**src/rtl/bus_host_arbiter.sv**
```systemverilog
// Module: bus_host_arbiter
// Shares one downstream bus device port between NrHosts requesters using
// the req/gnt/rvalid protocol. A winner is chosen round-robin, held until the
// device grants it, and its index is queued so that each response is routed
// back to the issuing host in issue order.
// Optional macro BUS_ARB_FIXED_PRIO_EN: lowest-index requester always wins
// when unlocked and the round-robin pointer is removed.
module bus_host_arbiter #(
  parameter int NrHosts        = 2,
  parameter int DataWidth      = 32,
  parameter int AddressWidth   = 32,
  parameter int MaxOutstanding = 2
) (
  input  logic                              clk_i,
  input  logic                              rst_i,
  input  logic [NrHosts-1:0]                host_req_i,
  output logic [NrHosts-1:0]                host_gnt_o,
  input  logic [NrHosts*AddressWidth-1:0]   host_addr_i,
  input  logic [NrHosts-1:0]                host_we_i,
  input  logic [NrHosts*4-1:0]              host_be_i,
  input  logic [NrHosts*DataWidth-1:0]      host_wdata_i,
  output logic [NrHosts-1:0]                host_rvalid_o,
  output logic [DataWidth-1:0]              host_rdata_o,
  output logic [NrHosts-1:0]                host_err_o,
  output logic                              dev_req_o,
  input  logic                              dev_gnt_i,
  output logic [AddressWidth-1:0]           dev_addr_o,
  output logic                              dev_we_o,
  output logic [3:0]                        dev_be_o,
  output logic [DataWidth-1:0]              dev_wdata_o,
  input  logic                              dev_rvalid_i,
  input  logic [DataWidth-1:0]              dev_rdata_i,
  input  logic                              dev_err_i
);

  localparam int IdxW = $clog2(NrHosts);
  localparam int CntW = $clog2(MaxOutstanding + 1);
  localparam int PtrW = (MaxOutstanding > 1) ? $clog2(MaxOutstanding) : 1;

  typedef enum logic {
    ST_FREE,
    ST_LOCKED
  } lock_state_e;

  lock_state_e     state_q, state_d;
  logic [IdxW-1:0] lock_idx_q, lock_idx_d;
  logic [IdxW-1:0] winner;
  logic [IdxW-1:0] winner_next;
  logic [IdxW-1:0] fifo_q [MaxOutstanding];
  logic [IdxW-1:0] head;
  logic [PtrW-1:0] wr_ptr_q, rd_ptr_q;
  logic [CntW-1:0] count_q;
  logic            can_issue;
  logic            dev_req;
  logic            accept;
  logic            offer;
  logic            pop;

`ifndef BUS_ARB_FIXED_PRIO_EN
  logic [IdxW-1:0] rr_q;
`endif

  function automatic logic [PtrW-1:0] ptr_inc(input logic [PtrW-1:0] p);
    return (p == PtrW'(MaxOutstanding - 1)) ? '0 : p + 1'b1;
  endfunction

  // A pop in the same cycle frees a slot, so a returning response lets a new request issue.
  assign can_issue   = (count_q < CntW'(MaxOutstanding)) | dev_rvalid_i;
  assign dev_req     = !rst_i && can_issue && ((state_q == ST_LOCKED) || (|host_req_i));
  assign accept      = dev_req && dev_gnt_i;
  assign offer       = dev_req && !dev_gnt_i;
  assign pop         = !rst_i && dev_rvalid_i && (count_q != '0);
  assign head        = fifo_q[rd_ptr_q];
  assign winner_next = (winner == IdxW'(NrHosts - 1)) ? '0 : winner + 1'b1;

  // Winner selection: the locked index while an offer is pending, otherwise the arbitration result.
  always_comb begin
`ifndef BUS_ARB_FIXED_PRIO_EN
    int   cand;
    logic found;
    found = 1'b0;
    cand  = 0;
`endif
    winner = '0;
    if (state_q == ST_LOCKED) begin
      winner = lock_idx_q;
    end else begin
`ifdef BUS_ARB_FIXED_PRIO_EN
      for (int i = NrHosts - 1; i >= 0; i--) begin
        if (host_req_i[i]) winner = IdxW'(i);
      end
`else
      winner = rr_q;
      for (int i = 0; i < NrHosts; i++) begin
        cand = int'(rr_q) + i;
        if (cand >= NrHosts) cand = cand - NrHosts;
        if (!found && host_req_i[cand]) begin
          winner = IdxW'(cand);
          found  = 1'b1;
        end
      end
`endif
    end
  end

  // Lock state register: an offered-but-ungranted winner is held across cycles.
  always_ff @(posedge clk_i) begin
    if (rst_i) begin
      state_q    <= ST_FREE;
      lock_idx_q <= '0;
    end else begin
      state_q    <= state_d;
      lock_idx_q <= lock_idx_d;
    end
  end

  // Lock next state: lock on an unanswered offer, release on grant, otherwise hold.
  always_comb begin
    state_d    = state_q;
    lock_idx_d = lock_idx_q;
    if (accept) begin
      state_d = ST_FREE;
    end else if (offer) begin
      state_d    = ST_LOCKED;
      lock_idx_d = winner;
    end
  end

`ifndef BUS_ARB_FIXED_PRIO_EN
  // Round-robin pointer moves just past each accepted winner.
  always_ff @(posedge clk_i) begin
    if (rst_i) begin
      rr_q <= '0;
    end else if (accept) begin
      rr_q <= winner_next;
    end
  end
`else
  // Fixed priority does not rotate, so the successor index is not needed.
  logic unused_winner_next;
  assign unused_winner_next = ^winner_next;
`endif

  // Response FIFO of granted host indices; push and pop together keep the count.
  always_ff @(posedge clk_i) begin
    if (rst_i) begin
      wr_ptr_q <= '0;
      rd_ptr_q <= '0;
      count_q  <= '0;
    end else begin
      if (accept) begin
        fifo_q[wr_ptr_q] <= winner;
        wr_ptr_q         <= ptr_inc(wr_ptr_q);
      end
      if (pop) begin
        rd_ptr_q <= ptr_inc(rd_ptr_q);
      end
      if (accept && !pop) begin
        count_q <= count_q + 1'b1;
      end else if (pop && !accept) begin
        count_q <= count_q - 1'b1;
      end
    end
  end

  // A response with nothing outstanding is dropped; flag it in simulation.
  always_ff @(posedge clk_i) begin
    if (!rst_i) begin
      unexpected_rsp : assert (!(dev_rvalid_i && (count_q == '0)))
        else $warning("bus_host_arbiter: unexpected response dropped");
    end
  end

  // Outputs: grant and data mux from the winner, response routed to the FIFO head, all zero in reset.
  always_comb begin
    host_gnt_o    = '0;
    host_rvalid_o = '0;
    host_err_o    = '0;
    host_rdata_o  = '0;
    dev_req_o     = 1'b0;
    dev_addr_o    = '0;
    dev_we_o      = 1'b0;
    dev_be_o      = '0;
    dev_wdata_o   = '0;
    if (!rst_i) begin
      dev_req_o          = dev_req;
      dev_addr_o         = host_addr_i[winner*AddressWidth +: AddressWidth];
      dev_we_o           = host_we_i[winner];
      dev_be_o           = host_be_i[winner*4 +: 4];
      dev_wdata_o        = host_wdata_i[winner*DataWidth +: DataWidth];
      host_rdata_o       = dev_rdata_i;
      host_gnt_o[winner] = accept;
      if (pop) begin
        host_rvalid_o[head] = 1'b1;
        host_err_o[head]    = dev_err_i;
      end
    end
  end

endmodule
```
**config.mk**
```make
export PLATFORM = sky130hd
export DESIGN_NAME = bus_host_arbiter
export DESIGN_NICKNAME = d
export VERILOG_FILES = /design/src/rtl/bus_host_arbiter.sv
export SDC_FILE = /design/constraint.sdc
export NUM_CORES = 1
export LEC_CHECK = 0
export ABC_AREA = 1
export ABC_CLOCK_PERIOD_IN_PS = 3900
export BUFFER_PORTS_ARGS = -buffer_cell sky130_fd_sc_hd__buf_2
export CAP_MARGIN = 20
export CORE_AREA = 2 2 110 112
export CTS_CLUSTER_DIAMETER = 150
export CTS_CLUSTER_SIZE = 16
export DETAILED_ROUTE_END_ITERATION = 12
export DIE_AREA = 0 0 112 114
export SLEW_MARGIN = 20
export SYNTH_ARGS = -nofsm -noshare
export SYNTH_HDL_FRONTEND = slang
export SYNTH_SLANG_ARGS = --single-unit
```
**constraint.sdc**
```tcl
create_clock -name clk_i -period 3.9 [get_ports clk_i]
set_input_delay 0.78 -clock clk_i [delete_from_list [all_inputs] [get_ports clk_i]]
set_output_delay 0.78 -clock clk_i [all_outputs]
set_load 0.01 [all_outputs]
```
# After elaboration in Yosys (flattened, before gate mapping)
# Memory sizes are Yosys's and may differ from the RTL's. A register that Yosys moved wholly into a read port is not among the register bits.
# Cells that the tools add are included.
# totals
wordCells	95
ramBits	2
memories	1
inputBits	177
out_inout_bits	108
ff_bits	7
# op_classes
n_reduce_logical	22
shifts	3
n_addsub	8
magnitude_cmp	9
bitwise_logic	4
n_mux	42
# mem_list
memory	depth	word_bits	read_ports	rd_clocked_by_memory_dff	write_ports	line_no	source
fifo_q	2	1	1	1	1	49	logic [IdxW-1:0] fifo_q [MaxOutstanding];
# ops
cell	count
32-bit two-way mux	7
64-bit by 7-bit indexed part select with 32-bit output	2
32-bit by 3-bit less-than comparator with 1-bit output (second input constant)	2
1-bit two-way mux	25
2-bit two-way mux	7
1-bit logical AND	11
8-bit by 4-bit indexed part select with 4-bit output	1
1-bit zero test	5
2-bit bitwise AND	2
1-bit by 2-bit less-than comparator with 1-bit output (second input constant)	2
4-bit two-way mux	1
2-bit nonzero test	2
2-bit OR reduction	2
1-bit adder (second input constant)	3
1-bit by 2-bit subtractor with 3-bit output (second input constant)	1
2-bit by 2-bit subtractor with 3-bit output (second input constant)	1
1-bit by 1-bit adder with 2-bit output (second input constant)	1
2-bit by 1-bit adder with 2-bit output (second input constant)	1
1-bit demux with 1-bit select	2
1-bit >= comparator (second input constant)	2
1-bit by 2-bit >= comparator with 1-bit output (second input constant)	1
2-bit >= comparator (second input constant)	1
2-bit less-than comparator (second input constant)	1
2-bit AND reduction	1
other kinds (4)	4

# Logic depth before layout (Yosys ltp)
# depth
word_depth	18
ltp_mapped	12
depth_no_buf	11

# Least setup slack after synthesis
# OpenSTA, ideal clock, no wires.
# synth_timing
path_type	input to output
from	input rst_i
to	output host_err_o[0]
stages	4
path_slack_ns	1.501
t_arrival_ns	1.619
required_ns	3.120
path_buffers	2
path_cell_list	buf_2 -> or2_2 -> clkbuf_1 -> nor3_1
# synth_between
elab_chain_cells	5
# synth_lines
item	line_no	source
start, declared	15	input logic rst_i,
1-bit zero test	--	
1-bit logical AND (2 in series)	72	assign pop = !rst_i && dev_rvalid_i && (count_q != '0);
2-bit two-way mux	193	if (pop) begin
2-bit two-way mux (*)	185	if (!rst_i) begin
end, declared	24	output logic [NrHosts-1:0] host_err_o,
# Mark *: on every way between the ends. The rest lies on a longest branch, timed or not.

# Worst setup path in the final report
# layout_timing
from	input host_req_i[1]
to	output dev_addr_o[30]
# layout_between
elab_chain_cells	11
elab_cells_between_ends	15
cone_classes	1 x shift; 12 x mux; 2 x reduce/logical
# layout_lines
item	line_no	source
start, declared	16	input logic [NrHosts-1:0] host_req_i,
1-bit two-way mux (not written as such) (3 in series)	97	if (!found && host_req_i[cand]) begin
1-bit two-way mux	97	
1-bit two-way mux	85	if (state_q == ST_LOCKED) begin
1-bit zero test	97	
1-bit logical AND	97	
1-bit two-way mux (*)	97	
1-bit two-way mux (*)	85	
64-bit by 7-bit indexed part select with 32-bit output (*)	187	dev_addr_o = host_addr_i[winner*AddressWidth +: AddressWidth];
32-bit two-way mux (*)	185	
end, declared	27	output logic [AddressWidth-1:0] dev_addr_o,
# Mark *: on every way between the ends. The rest lies on a longest branch, timed or not. The select of a mux whose other input is x is not followed.

==> metrics.log <==
[metrics] path class of the lowest-slack min-delay path: flip-flop to flip-flop
[metrics] final hold viol count: 0
[metrics] Hold Buf Count CTS: 0
[metrics] path type of the worst setup path: input port to output port
[metrics] number of H-tree branching levels: 1
[metrics] routed len/inst: 10.47 microns
[metrics] Rel. slew slack: 0.3693
[metrics] shortest period the worst path allows: just over 3 ns
[metrics] static leakage power: 2.853 nW
[metrics] remaining global-route overflow: 0
[metrics] areal power density over the cells: 205.9 nW/um^2
[metrics] gp weighted congestion: roughly 0.80
[metrics] Clock Skew: 0.004086 ns
[metrics] count of different cell masters after synthesis: 22
[metrics] largest net degree at the start of global routing: 97
[metrics] initial standard-cell utilization of the core: 0.2097
[metrics] vertical extent of the die: roughly 110 microns
[metrics] number of primary I/O pins: ~290
[metrics] highest achievable clock rate: ~330 MHz
[metrics] clock root buffer: clkbuf_16
[metrics] critical path fanouts, max: 51
[metrics] outcome: completed
[metrics] Residual DRC: 0
[metrics] standard-cell rows: 40
[metrics] Worst Tran Pin Value: between 0.9 and 1 ns
[metrics] worst vdd ir: 0.1787 mV
[metrics] total iterations of the first detailed-routing run: 4
[metrics] synthesized netlist cell count: around 530
[metrics] clock net sink count: 10
[metrics] buffers added on ports: 284
[metrics] Starting DRT DRC Count: ~180
[metrics] FF+latch count, synth: 10
[metrics] Routed WL: ~9.7 mm
[metrics] clock tree from TritonCTS: built
[metrics] Setup crit end kind: output port
[metrics] R2R cell count: 10
[metrics] Post-CTS Repair Setup Buffers: 0
[metrics] core area: between 10,000 and 15,000 sq um
[metrics] total routing usage reported by global routing: 0.1323
[metrics] Die Span X: roughly 110 microns
[metrics] Fill cells: between 1,000 and 1,500
[metrics] average via count per standard cell: 4.200
[metrics] number of vias in the routed layout: ~4,000
[metrics] global-route wire length before repair: around 14 mm
[metrics] synthesized cell area: 2456 sq um
[metrics] Setup crit start kind: input port
[metrics] Hold Path Stages: 2
[metrics] total setup violations reported at the end of the flow: 0
[metrics] share of cells above drive strength 1: 0.3846
[metrics] remaining number of nets flagged by the antenna check after routing: 0
[metrics] slack of the critical path: 0.8507 ns
[metrics] max-slew violation count: 0
[metrics] clock insertion delay at the later pin of the skew report: around 0.24 ns
[metrics] sum of net half-perimeters after detailed placement: 7.620 mm
[metrics] Antenna Cells: 0
[metrics] worst path arrival time: between 2 and 2.5 ns
[metrics] required arrival time at the worst endpoint: approximately 3.1 ns
[metrics] total clock buffers created by CTS: 3
[metrics] unrepaired setup endpoints after global routing: no
[metrics] Die Outline Area: around 13,000 sq um
[metrics] total negative slack for setup checks: 0 ns
[metrics] total of max-cap violations: 0
[metrics] P&R area growth vs syn: 62.15%
[metrics] number of antenna violations at the first check in global routing: 0
[metrics] Syn Nets: 705
[metrics] yosys synthesis warning count: 0
[metrics] final worst-path cycle share: 0.7819
[metrics] fin nets: 959
[metrics] average cell area after synthesis: ~4.7 sq um
[metrics] setup slack after placement: approximately 0.88 ns
[metrics] Max Root-Sink Buffers: 2
[metrics] via count of the first global-routing pass: approximately 3,200
[metrics] clock-pin slew on the worst setup and hold paths: roughly 0.040 ns
[metrics] cts repair resizes: 0
[metrics] register area share after synthesis: 0.08966
cell usage after synthesis, drive strengths merged:
| cell type | n | area share |
|---|---|---|
| inv | 116 | 0.18 |
| nand4 | 1 | 0.0025 |
| o21ai | 4 | 0.0081 |
| nand3 | 70 | 0.14 |
| a21oi | 75 | 0.15 |
| ha | 1 | 0.0051 |
| clkbuf | 8 | 0.012 |
| edfxtp | 2 | 0.024 |
| nor2 | 113 | 0.17 |
| dfxtp | 8 | 0.065 |
| nand3b | 1 | 0.0031 |
| or2 | 1 | 0.0025 |
| nor3 | 2 | 0.0041 |
| buf | 35 | 0.087 |
| xor2 | 1 | 0.0036 |
| nand2 | 89 | 0.14 |
cell type report:
cell class,count,area [sq um],area share
timing repair buffer,292,1494,0.3751
sequential,10,220.2,0.05529
inverter,116,435.4,0.1093
tap,147,183.9,0.04618
clock buffer,4,78.83,0.01979
multi-input combinational,358,1570,0.3943
metal layers:
layer  track usage  vias up  part of all wire
met3       0.01807        2             0.081
met1        0.1630     1623              0.41
met2        0.2529      178              0.51
li1              -     2090                 -
met4       0.01463        0            0.0023
met5             0        -                 0
placed cells by master, fill, tap and decap left out:
cell       count
a21oi_1       75
buf_12         1
buf_2        284
buf_4          7
clkbuf_1       1
clkbuf_16      3
dfxtp_1        8
edfxtp_1       2
ha_1           1
inv_1        114
inv_2          2
nand2_1       87
nand2_4        2
nand3_1       70
nand3b_1       1
nand4_1        1
nor2_1       113
nor3_1         2
o21ai_0        3
o21ai_1        1
or2_2          1
xor2_1         1
critical path, stage by stage:
cell	delay, ns
buf_2	0.10
inv_1	0.04
a21oi_1	0.21
nand2_4	0.34
buf_12	0.31
nand3_1	0.09
nand2_1	0.06
nor2_1	0.15
buf_2	0.15
stage by stage:
| stage | util | cell area (sq um) | cells | power [W] | hold slack (ns) |
|---|---|---|---|---|---|
| floorplan | - | 2456 | 527 | 0.0004397 | 0.4474 |
| global placement | 0.3333 | 3904 | 923 | 0.0006420 | 0.4580 |
| detailed placement | 0.3333 | 3904 | 923 | 0.0006420 | 0.4710 |
| CTS | 0.3401 | 3983 | 927 | 0.0008287 | 0.4783 |
| global route | 0.3401 | 3983 | 927 | 0.0008938 | 0.5331 |
| finish | 0.3401 | 3983 | 927 | 0.0008200 | 0.4808 |
sequential cells by signal, indices dropped and copies added (netlist names), named ones only:
register / cells
state_q: 1
lock_idx_q: 1
count_q: 2
wr_ptr_q: 1
rd_ptr_q: 1
fifo_q: 2
rr_q: 1
path summary, 6_finish.rpt:
path                      start  slack [ns]        endpoint
setup / recovery  host_req_i[1]        0.85  dev_addr_o[30]
hold reg to reg        rd_ptr_q        0.48        rd_ptr_q
hold / removal         rd_ptr_q        0.48        rd_ptr_q
setup reg to reg        state_q        2.15      count_q[1]
kinds of logic (layout without fill, tap and decap cells):
logic type / count (synthesis) / after routing / synth area share
DFF: 10 / 10 / 0.08966
xor gates and xnor gates: 1 / 1 / 0.003567
and+or+nand+nor: 277 / 277 / 0.4646
buffers and inverters: 159 / 412 / 0.2761
adders and majority gates: 1 / 1 / 0.005093
AOI/OAI and AO/OA: 79 / 79 / 0.1610
power by group:
group          total [W]  leakage [nW]  switching [W]  internal, W
Combinational   0.000510          2.73       0.000289     0.000221
Sequential      0.000127        0.0846     0.00000752     0.000120
Clock           0.000183        0.0382      0.0000463     0.000137
Note: power is estimated with default switching activity, not from simulation.
